===== src/rtl/alu_pkg.sv =====
// Shared opcodes, FSM state encoding and header constants for the packet ALU.
package alu_pkg;

  localparam logic [7:0] OP_ECHO = 8'hEC;
  localparam logic [7:0] OP_ADD  = 8'hA5;
  localparam logic [7:0] OP_MUL  = 8'hB1;
  localparam logic [7:0] OP_XOR  = 8'hC3;

  localparam int         HDR_BYTES = 4;
  localparam logic [7:0] ERR_BYTE  = 8'hEE;

  // Encodings are visible on state_o for LED debug, so they are fixed.
  typedef enum logic [2:0] {
    ST_IDLE   = 3'd0,
    ST_RSV    = 3'd1,
    ST_LEN_LO = 3'd2,
    ST_LEN_HI = 3'd3,
    ST_ECHO   = 3'd4,
    ST_ACCUM  = 3'd5,
    ST_SEND   = 3'd6,
    ST_DRAIN  = 3'd7
  } state_t;

  function automatic logic is_arith(input logic [7:0] op);
    return (op == OP_ADD) || (op == OP_MUL) || (op == OP_XOR);
  endfunction

endpackage


===== src/rtl/alu_op_unit.sv =====
// Combinational reduction step: result = acc OP operand, wrapping to DATA_W bits.
module alu_op_unit
  import alu_pkg::*;
#(
  parameter int DATA_W = 32
) (
  input  logic [7:0]        opcode,
  input  logic [DATA_W-1:0] acc,
  input  logic [DATA_W-1:0] operand,
  output logic [DATA_W-1:0] result
);

  always_comb begin
    result = acc;
    case (opcode)
      OP_ADD:  result = acc + operand;
      OP_MUL:  result = acc * operand;
      OP_XOR:  result = acc ^ operand;
      default: result = acc;
    endcase
  end

endmodule


===== src/rtl/alu_packet_engine.sv =====
// Byte-stream packet ALU: parses a 4-byte header, reduces little-endian operands or echoes the packet.
// Optional error response byte is enabled with the ALU_ERR_RESP_EN macro.
module alu_packet_engine
  import alu_pkg::*;
#(
  parameter int OPERAND_BYTES = 4,
  parameter int LEN_W         = 16
) (
  input  logic       clk,
  input  logic       rst,
  input  logic [7:0] data_i,
  input  logic       valid_i,
  output logic       ready_o,
  output logic [7:0] data_o,
  output logic       valid_o,
  input  logic       ready_i,
  output logic [2:0] state_o
);

  localparam int                DATA_W   = 8 * OPERAND_BYTES;
  localparam int                IDX_W    = 2;
  localparam logic [IDX_W-1:0]  LAST_IDX = IDX_W'(OPERAND_BYTES - 1);
  localparam logic [LEN_W-1:0]  HDR_LEN  = LEN_W'(HDR_BYTES);
  localparam logic [LEN_W-1:0]  OPB_LEN  = LEN_W'(OPERAND_BYTES);
  localparam logic [LEN_W-1:0]  ONE_LEN  = LEN_W'(1);
  localparam logic [2:0]        OPB_CNT  = 3'(OPERAND_BYTES);
  localparam logic [DATA_W-1:0] ERR_WORD = DATA_W'(ERR_BYTE);

`ifdef ALU_ERR_RESP_EN
  localparam state_t ERR_NEXT = ST_SEND;
`else
  localparam state_t ERR_NEXT = ST_IDLE;
`endif

  state_t            state;
  logic [7:0]        opcode;
  logic [7:0]        len_lo;
  logic [LEN_W-1:0]  remaining;
  logic [IDX_W-1:0]  byte_idx;
  logic              first_opnd;
  logic [DATA_W-1:0] opnd;
  logic [DATA_W-1:0] acc;
  logic [DATA_W-1:0] send_sh;
  logic [2:0]        send_len;
  logic [2:0]        send_cnt;

  logic              out_free;
  logic              echo_pkt;
  logic              accept;
  logic              fwd;
  logic              send_load;
  logic              send_done;
  logic [LEN_W-1:0]  len_full;
  logic [LEN_W-1:0]  rem_calc;
  logic              len_ok;
  logic [DATA_W-1:0] opnd_full;
  logic [DATA_W-1:0] alu_result;
  logic [DATA_W-1:0] acc_next;

  assign state_o = state;

  always_comb begin
    out_free = !valid_o || ready_i;
    echo_pkt = (opcode == OP_ECHO);

    // Any state that may forward a byte must first have a free output slot.
    case (state)
      ST_IDLE:                      ready_o = out_free;
      ST_RSV, ST_LEN_LO, ST_LEN_HI: ready_o = echo_pkt ? out_free : 1'b1;
      ST_ECHO:                      ready_o = out_free;
      ST_ACCUM, ST_DRAIN:           ready_o = 1'b1;
      default:                      ready_o = 1'b0;
    endcase
    if (rst) ready_o = 1'b0;

    accept = valid_i && ready_o;

    // The opcode register still holds the previous packet while in IDLE.
    if (state == ST_IDLE)
      fwd = accept && (data_i == OP_ECHO);
    else
      fwd = accept && echo_pkt &&
            (state inside {ST_RSV, ST_LEN_LO, ST_LEN_HI, ST_ECHO});

    len_full = LEN_W'({data_i, len_lo});
    rem_calc = (len_full >= HDR_LEN) ? (len_full - HDR_LEN) : '0;
    len_ok   = (rem_calc >= OPB_LEN) && ((rem_calc % OPB_LEN) == '0);

    opnd_full = opnd;
    opnd_full[8*byte_idx +: 8] = data_i;
    acc_next  = first_opnd ? opnd_full : alu_result;

    send_load = (state == ST_SEND) && out_free && (send_cnt != send_len);
    send_done = (state == ST_SEND) && valid_o && ready_i && (send_cnt == send_len);
  end

  alu_op_unit #(
    .DATA_W (DATA_W)
  ) u_op (
    .opcode  (opcode),
    .acc     (acc),
    .operand (opnd_full),
    .result  (alu_result)
  );

  always_ff @(posedge clk) begin
    if (rst) begin
      state      <= ST_IDLE;
      opcode     <= '0;
      len_lo     <= '0;
      remaining  <= '0;
      byte_idx   <= '0;
      first_opnd <= 1'b1;
      opnd       <= '0;
      acc        <= '0;
      send_sh    <= '0;
      send_len   <= '0;
      send_cnt   <= '0;
      data_o     <= 8'h00;
      valid_o    <= 1'b0;
    end else begin
      if (fwd) begin
        data_o  <= data_i;
        valid_o <= 1'b1;
      end else if (send_load) begin
        data_o   <= send_sh[7:0];
        valid_o  <= 1'b1;
        send_sh  <= send_sh >> 8;
        send_cnt <= send_cnt + 3'd1;
      end else if (valid_o && ready_i) begin
        valid_o <= 1'b0;
      end

      case (state)
        ST_IDLE: begin
          if (accept) begin
            opcode <= data_i;
            state  <= ST_RSV;
          end
        end
        ST_RSV: begin
          if (accept) state <= ST_LEN_LO;
        end
        ST_LEN_LO: begin
          if (accept) begin
            len_lo <= data_i;
            state  <= ST_LEN_HI;
          end
        end
        ST_LEN_HI: begin
          if (accept) begin
            remaining  <= rem_calc;
            byte_idx   <= '0;
            first_opnd <= 1'b1;
            if (echo_pkt) begin
              state <= (rem_calc == '0) ? ST_IDLE : ST_ECHO;
            end else if (is_arith(opcode) && len_ok) begin
              state <= ST_ACCUM;
            end else if (rem_calc != '0) begin
              state <= ST_DRAIN;
            end else begin
              state    <= ERR_NEXT;
              send_sh  <= ERR_WORD;
              send_len <= 3'd1;
              send_cnt <= 3'd0;
            end
          end
        end
        ST_ECHO: begin
          if (accept) begin
            remaining <= remaining - ONE_LEN;
            if (remaining == ONE_LEN) state <= ST_IDLE;
          end
        end
        ST_ACCUM: begin
          if (accept) begin
            remaining <= remaining - ONE_LEN;
            opnd      <= opnd_full;
            if (byte_idx == LAST_IDX) begin
              byte_idx   <= '0;
              first_opnd <= 1'b0;
              acc        <= acc_next;
              if (remaining == ONE_LEN) begin
                state    <= ST_SEND;
                send_sh  <= acc_next;
                send_len <= OPB_CNT;
                send_cnt <= 3'd0;
              end
            end else begin
              byte_idx <= byte_idx + IDX_W'(1);
            end
          end
        end
        ST_SEND: begin
          if (send_done) state <= ST_IDLE;
        end
        ST_DRAIN: begin
          if (accept) begin
            remaining <= remaining - ONE_LEN;
            if (remaining == ONE_LEN) begin
              state    <= ERR_NEXT;
              send_sh  <= ERR_WORD;
              send_len <= 3'd1;
              send_cnt <= 3'd0;
            end
          end
        end
        default: state <= ST_IDLE;
      endcase
    end
  end

endmodule


===== config.mk =====
export PLATFORM = sky130hd
export DESIGN_NAME = alu_packet_engine
export DESIGN_NICKNAME = d
export VERILOG_FILES = /design/src/rtl/alu_pkg.sv /design/src/rtl/alu_op_unit.sv /design/src/rtl/alu_packet_engine.sv
export SDC_FILE = /design/constraint.sdc
export NUM_CORES = 2
export LEC_CHECK = 0
export CAP_MARGIN = 20
export CORE_MARGIN = 2
export CORE_UTILIZATION = 59
export CTS_CLUSTER_SIZE = 30
export DETAILED_ROUTE_END_ITERATION = 10
export PLACE_DENSITY = 0.75
export SYNTH_ARGS = -nofsm -noshare
export SYNTH_HDL_FRONTEND = slang
export SYNTH_SLANG_ARGS = --single-unit

===== constraint.sdc =====
create_clock -name clk -period 28.9 [get_ports clk]
set_clock_uncertainty 0.2 [all_clocks]
set_input_delay 7.225 -clock clk [delete_from_list [all_inputs] [get_ports clk]]
set_output_delay 7.225 -clock clk [all_outputs]
set_load 0.02 [all_outputs]

==> results.ini <==
[clock_network]
cts_setup_buffers = 0
clock_latency_ns = 0.44
cts_hold_buf = 0
post_cts_resized = 0
cts_tree = built
h-tree-depth = 4
tritoncts_num_sinks = 148
cts_root_buffer = sky130_fd_sc_hd__clkbuf_16
clock_transition_at_the_registers_of_the_reported_paths_ns = 0.06
clock_tree.buffer_depth = 2
number_of_buffers_inserted_during_clock_tree_synthesis = 17

[synth]
async_flop_share_pct = 0
number_of_enable_type_register_cells_in_the_synthesized_netlist = 0
synth.ff_latch_count = 148
ys_types = 79
ys_warn_count = 0
netlist_instances = 3003
mappedNetlistNets = 3589
seq_area_frac_synth_pct = 11.7
synth_area_per_cell_um2 = 8.46
post_synth_instance_area_mm2 = 0.0254
synth_top_flop_cell = sky130_fd_sc_hd__dfxtp_1

[finish]
final_area_mm2 = 0.0267
finalNetCount = 3504
fill_cell_total_of_the_finished_layout = 3710
layout_commonest_cell = sky130_fd_sc_hd__inv_1
syn2layout_area_growth_pct = 5.24
commonest_non_fill_non_tap_cells_in_the_layout = sky130_fd_sc_hd__inv_1, sky130_fd_sc_hd__fa_1, sky130_fd_sc_hd__nand2_1
final_layout_size_suffix_gt1_share_pct = 4.03

[timing]
fin_setup_tns_ns = 0
max-slew-margin-rel_pct = 26.4
max_clock_freq_mhz = 60.9
worst-slew-pin-transition_ns = 1.10
layout_min_cycle_time_ns = 16.43
timing.final.hold_violations = 0
rsz0062_at_grt = false
post-route-period-util_pct = 56.8
setup-violations-final = 0
fin_ws_ns = 12.47
slew_violations = 0

[floorplanning]
dieWidth_um = 212
top_level_ports = 25
die_height_um = 212
fp.dieArea_mm2 = 0.0447
floorplan.initialDensity_pct = 59.4
floorplan.rows = 76
placeableCoreArea_mm2 = 0.0428

[global_route]
number_of_antenna_violations_at_the_first_check_in_global_routing = 0
grt_first_pass_wirelength_um = 125000
globalRouteOverflowTotal = 0
global_route_usage_sum_pct = 36.8
number_of_global_route_vias_before_repair = 22400
grt_start_max_net_pins = 87

[worst_setup_path]
timing.critical_path.arrival_ns = 9.00
cp_class = primary input to output port
critical_path.n_buffers_inverters = 2
worst_setup_path_startpoint = ready_i
worst_path_max_delay_cell = sky130_fd_sc_hd__clkdlybuf4s50_1
path_cells = clkdlybuf4s50_1 > or3b_2 > a21o_1 > o311a_1 > clkdlybuf4s50_1
worst_path_largest_cell_delay_ns = 0.54
critPathCaptureType = output port
crit_family = buffers and inverters
startpoint_of_the_worst_slack_reg_to_reg_timing_path = byte_idx[0]
cp.required_ns = 21.48
critical_path.most_common_cell = sky130_fd_sc_hd__clkdlybuf4s50_1
critical_path_peak_fanout = 4
timing.critical_path.from_type = primary input

[placed_design]
globalplace.congestion = 0.966
port_buffers = 24
dpl_cell_area_mm2 = 0.0261
dp_hpwl_um = 59200
detailedPlace.worstSlack_ns = 12.22

[power]
powerDensity_mw_per_mm2 = 17.7
leakage_uw = 0.0122
ir_worst_vdd_mv = 0.0388
post-layout-total-power_uw = 474

[worst_hold_path]
min_from = send_sh[25]
hold_class = flop to flop

[drt]
detailedRoute.firstPassIterationCount = 6
routed_wire_length_per_instance_um = 22.9
initialDrtViolationCount = 1918
antenna_violating_nets_post_route = 0
post_drt_via_cell_ratio = 6.22
sum_of_routed_wire_length_over_all_layers_um = 79700
post-route-drc-count = 0
num_vias = 21600

[status]
outcome = finished clean

[run]
maxCapViolations = 0

sequential cells by signal, summed over array words and instances, names as in the netlist:
| signal | count |
|---|---|
| remaining | 16 |
| send_cnt | 3 |
| valid_o | 1 |
| send_sh | 32 |
| data_o | 8 |
| first_opnd | 1 |
| opcode | 8 |
| byte_idx | 2 |
| opnd | 32 |
| len_lo | 8 |
| state_o | 3 |
| acc | 32 |
| send_len | 2 |
worst paths after layout:
kind	end	slack [ns]	depth (start not counted)
max	ready_o	12.47	5
min	send_sh[25]	0.26	2
max reg2reg	acc[22]	18.58	29
min reg2reg	send_sh[25]	0.26	2
Yosys cell counts, drive strengths merged (12+ instances only):
library cell	number	area, um^2
a22oi	32	240
buf	12	55.1
mux2i	54	541
nor3	46	230
inv	440	1650
o21ai	106	531
dfxtp	148	2960
ha	165	2060
and2	273	1710
xnor2	60	526
fa	409	8190
nor2b	59	369
xor2	22	193
nand2	333	1250
or3	13	81.3
clkbuf	174	653
a21oi	143	719
a211oi	38	285
a31oi	19	119
o21a	15	113
a21o	26	195
nand3	37	185
nor2	146	548
o22ai	24	156
cell type report:
type | instances | area [um^2] | area share, %
antenna | 1 | 2.50 | 0.00936
clock buffer | 18 | 429 | 1.61
clock inverter | 12 | 181 | 0.679
inverter | 440 | 1650 | 6.18
multi-input combinational | 2229 | 20100 | 75.3
sequential | 148 | 2960 | 11.1
tap | 546 | 683 | 2.56
timing repair buffer | 82 | 701 | 2.62
stage by stage:
stage | utilization [%] | hold WS [ns] | std cells
3_5_place_dp | 60.9 | 0.243 | 3443
6_report | 62.5 | 0.259 | 3476
2_1_floorplan | - | 0.225 | 3003
5_1_grt | 62.5 | 0.290 | 3475
4_1_cts | 62.4 | 0.257 | 3473
3_3_place_gp | 60.9 | 0.246 | 3443
logic make-up after synthesis:
family | synth area share (%)
mux | 2.13
buf+inv | 9.29
fa+ha+maj | 40.4
compound gates | 13.3
flops | 11.7
xor+xnor | 3.72
simple gates | 19.6
worst reg2reg max path: cells and delay by family, from the launching register on:
kind / cells / cell delay [ns]
AND/OR/NAND/NOR: 1 / 0.51
adder cells (fa/ha/maj): 11 / 4.44
XOR/XNOR: 1 / 0.12
flip-flops: 1 / 0.61
AO/OA/AOI/OAI: 10 / 3.06
buffers and inverters: 6 / 1.24
per-layer routing:
metal / part of all wire [%] / track usage, %
met1: 38 / 45.9
met2: 47 / 60.5
met3: 8.4 / 6.53
met4: 6.5 / 21.0
met5: 0 / 0
power breakdown:
group	leakage, uW	internal, uW	switching (uW)
clock	0.000296	144	90.7
combinational	0.0108	8.59	24.0
sequential	0.00119	205	1.81
Power figures use the tool's default switching activity.
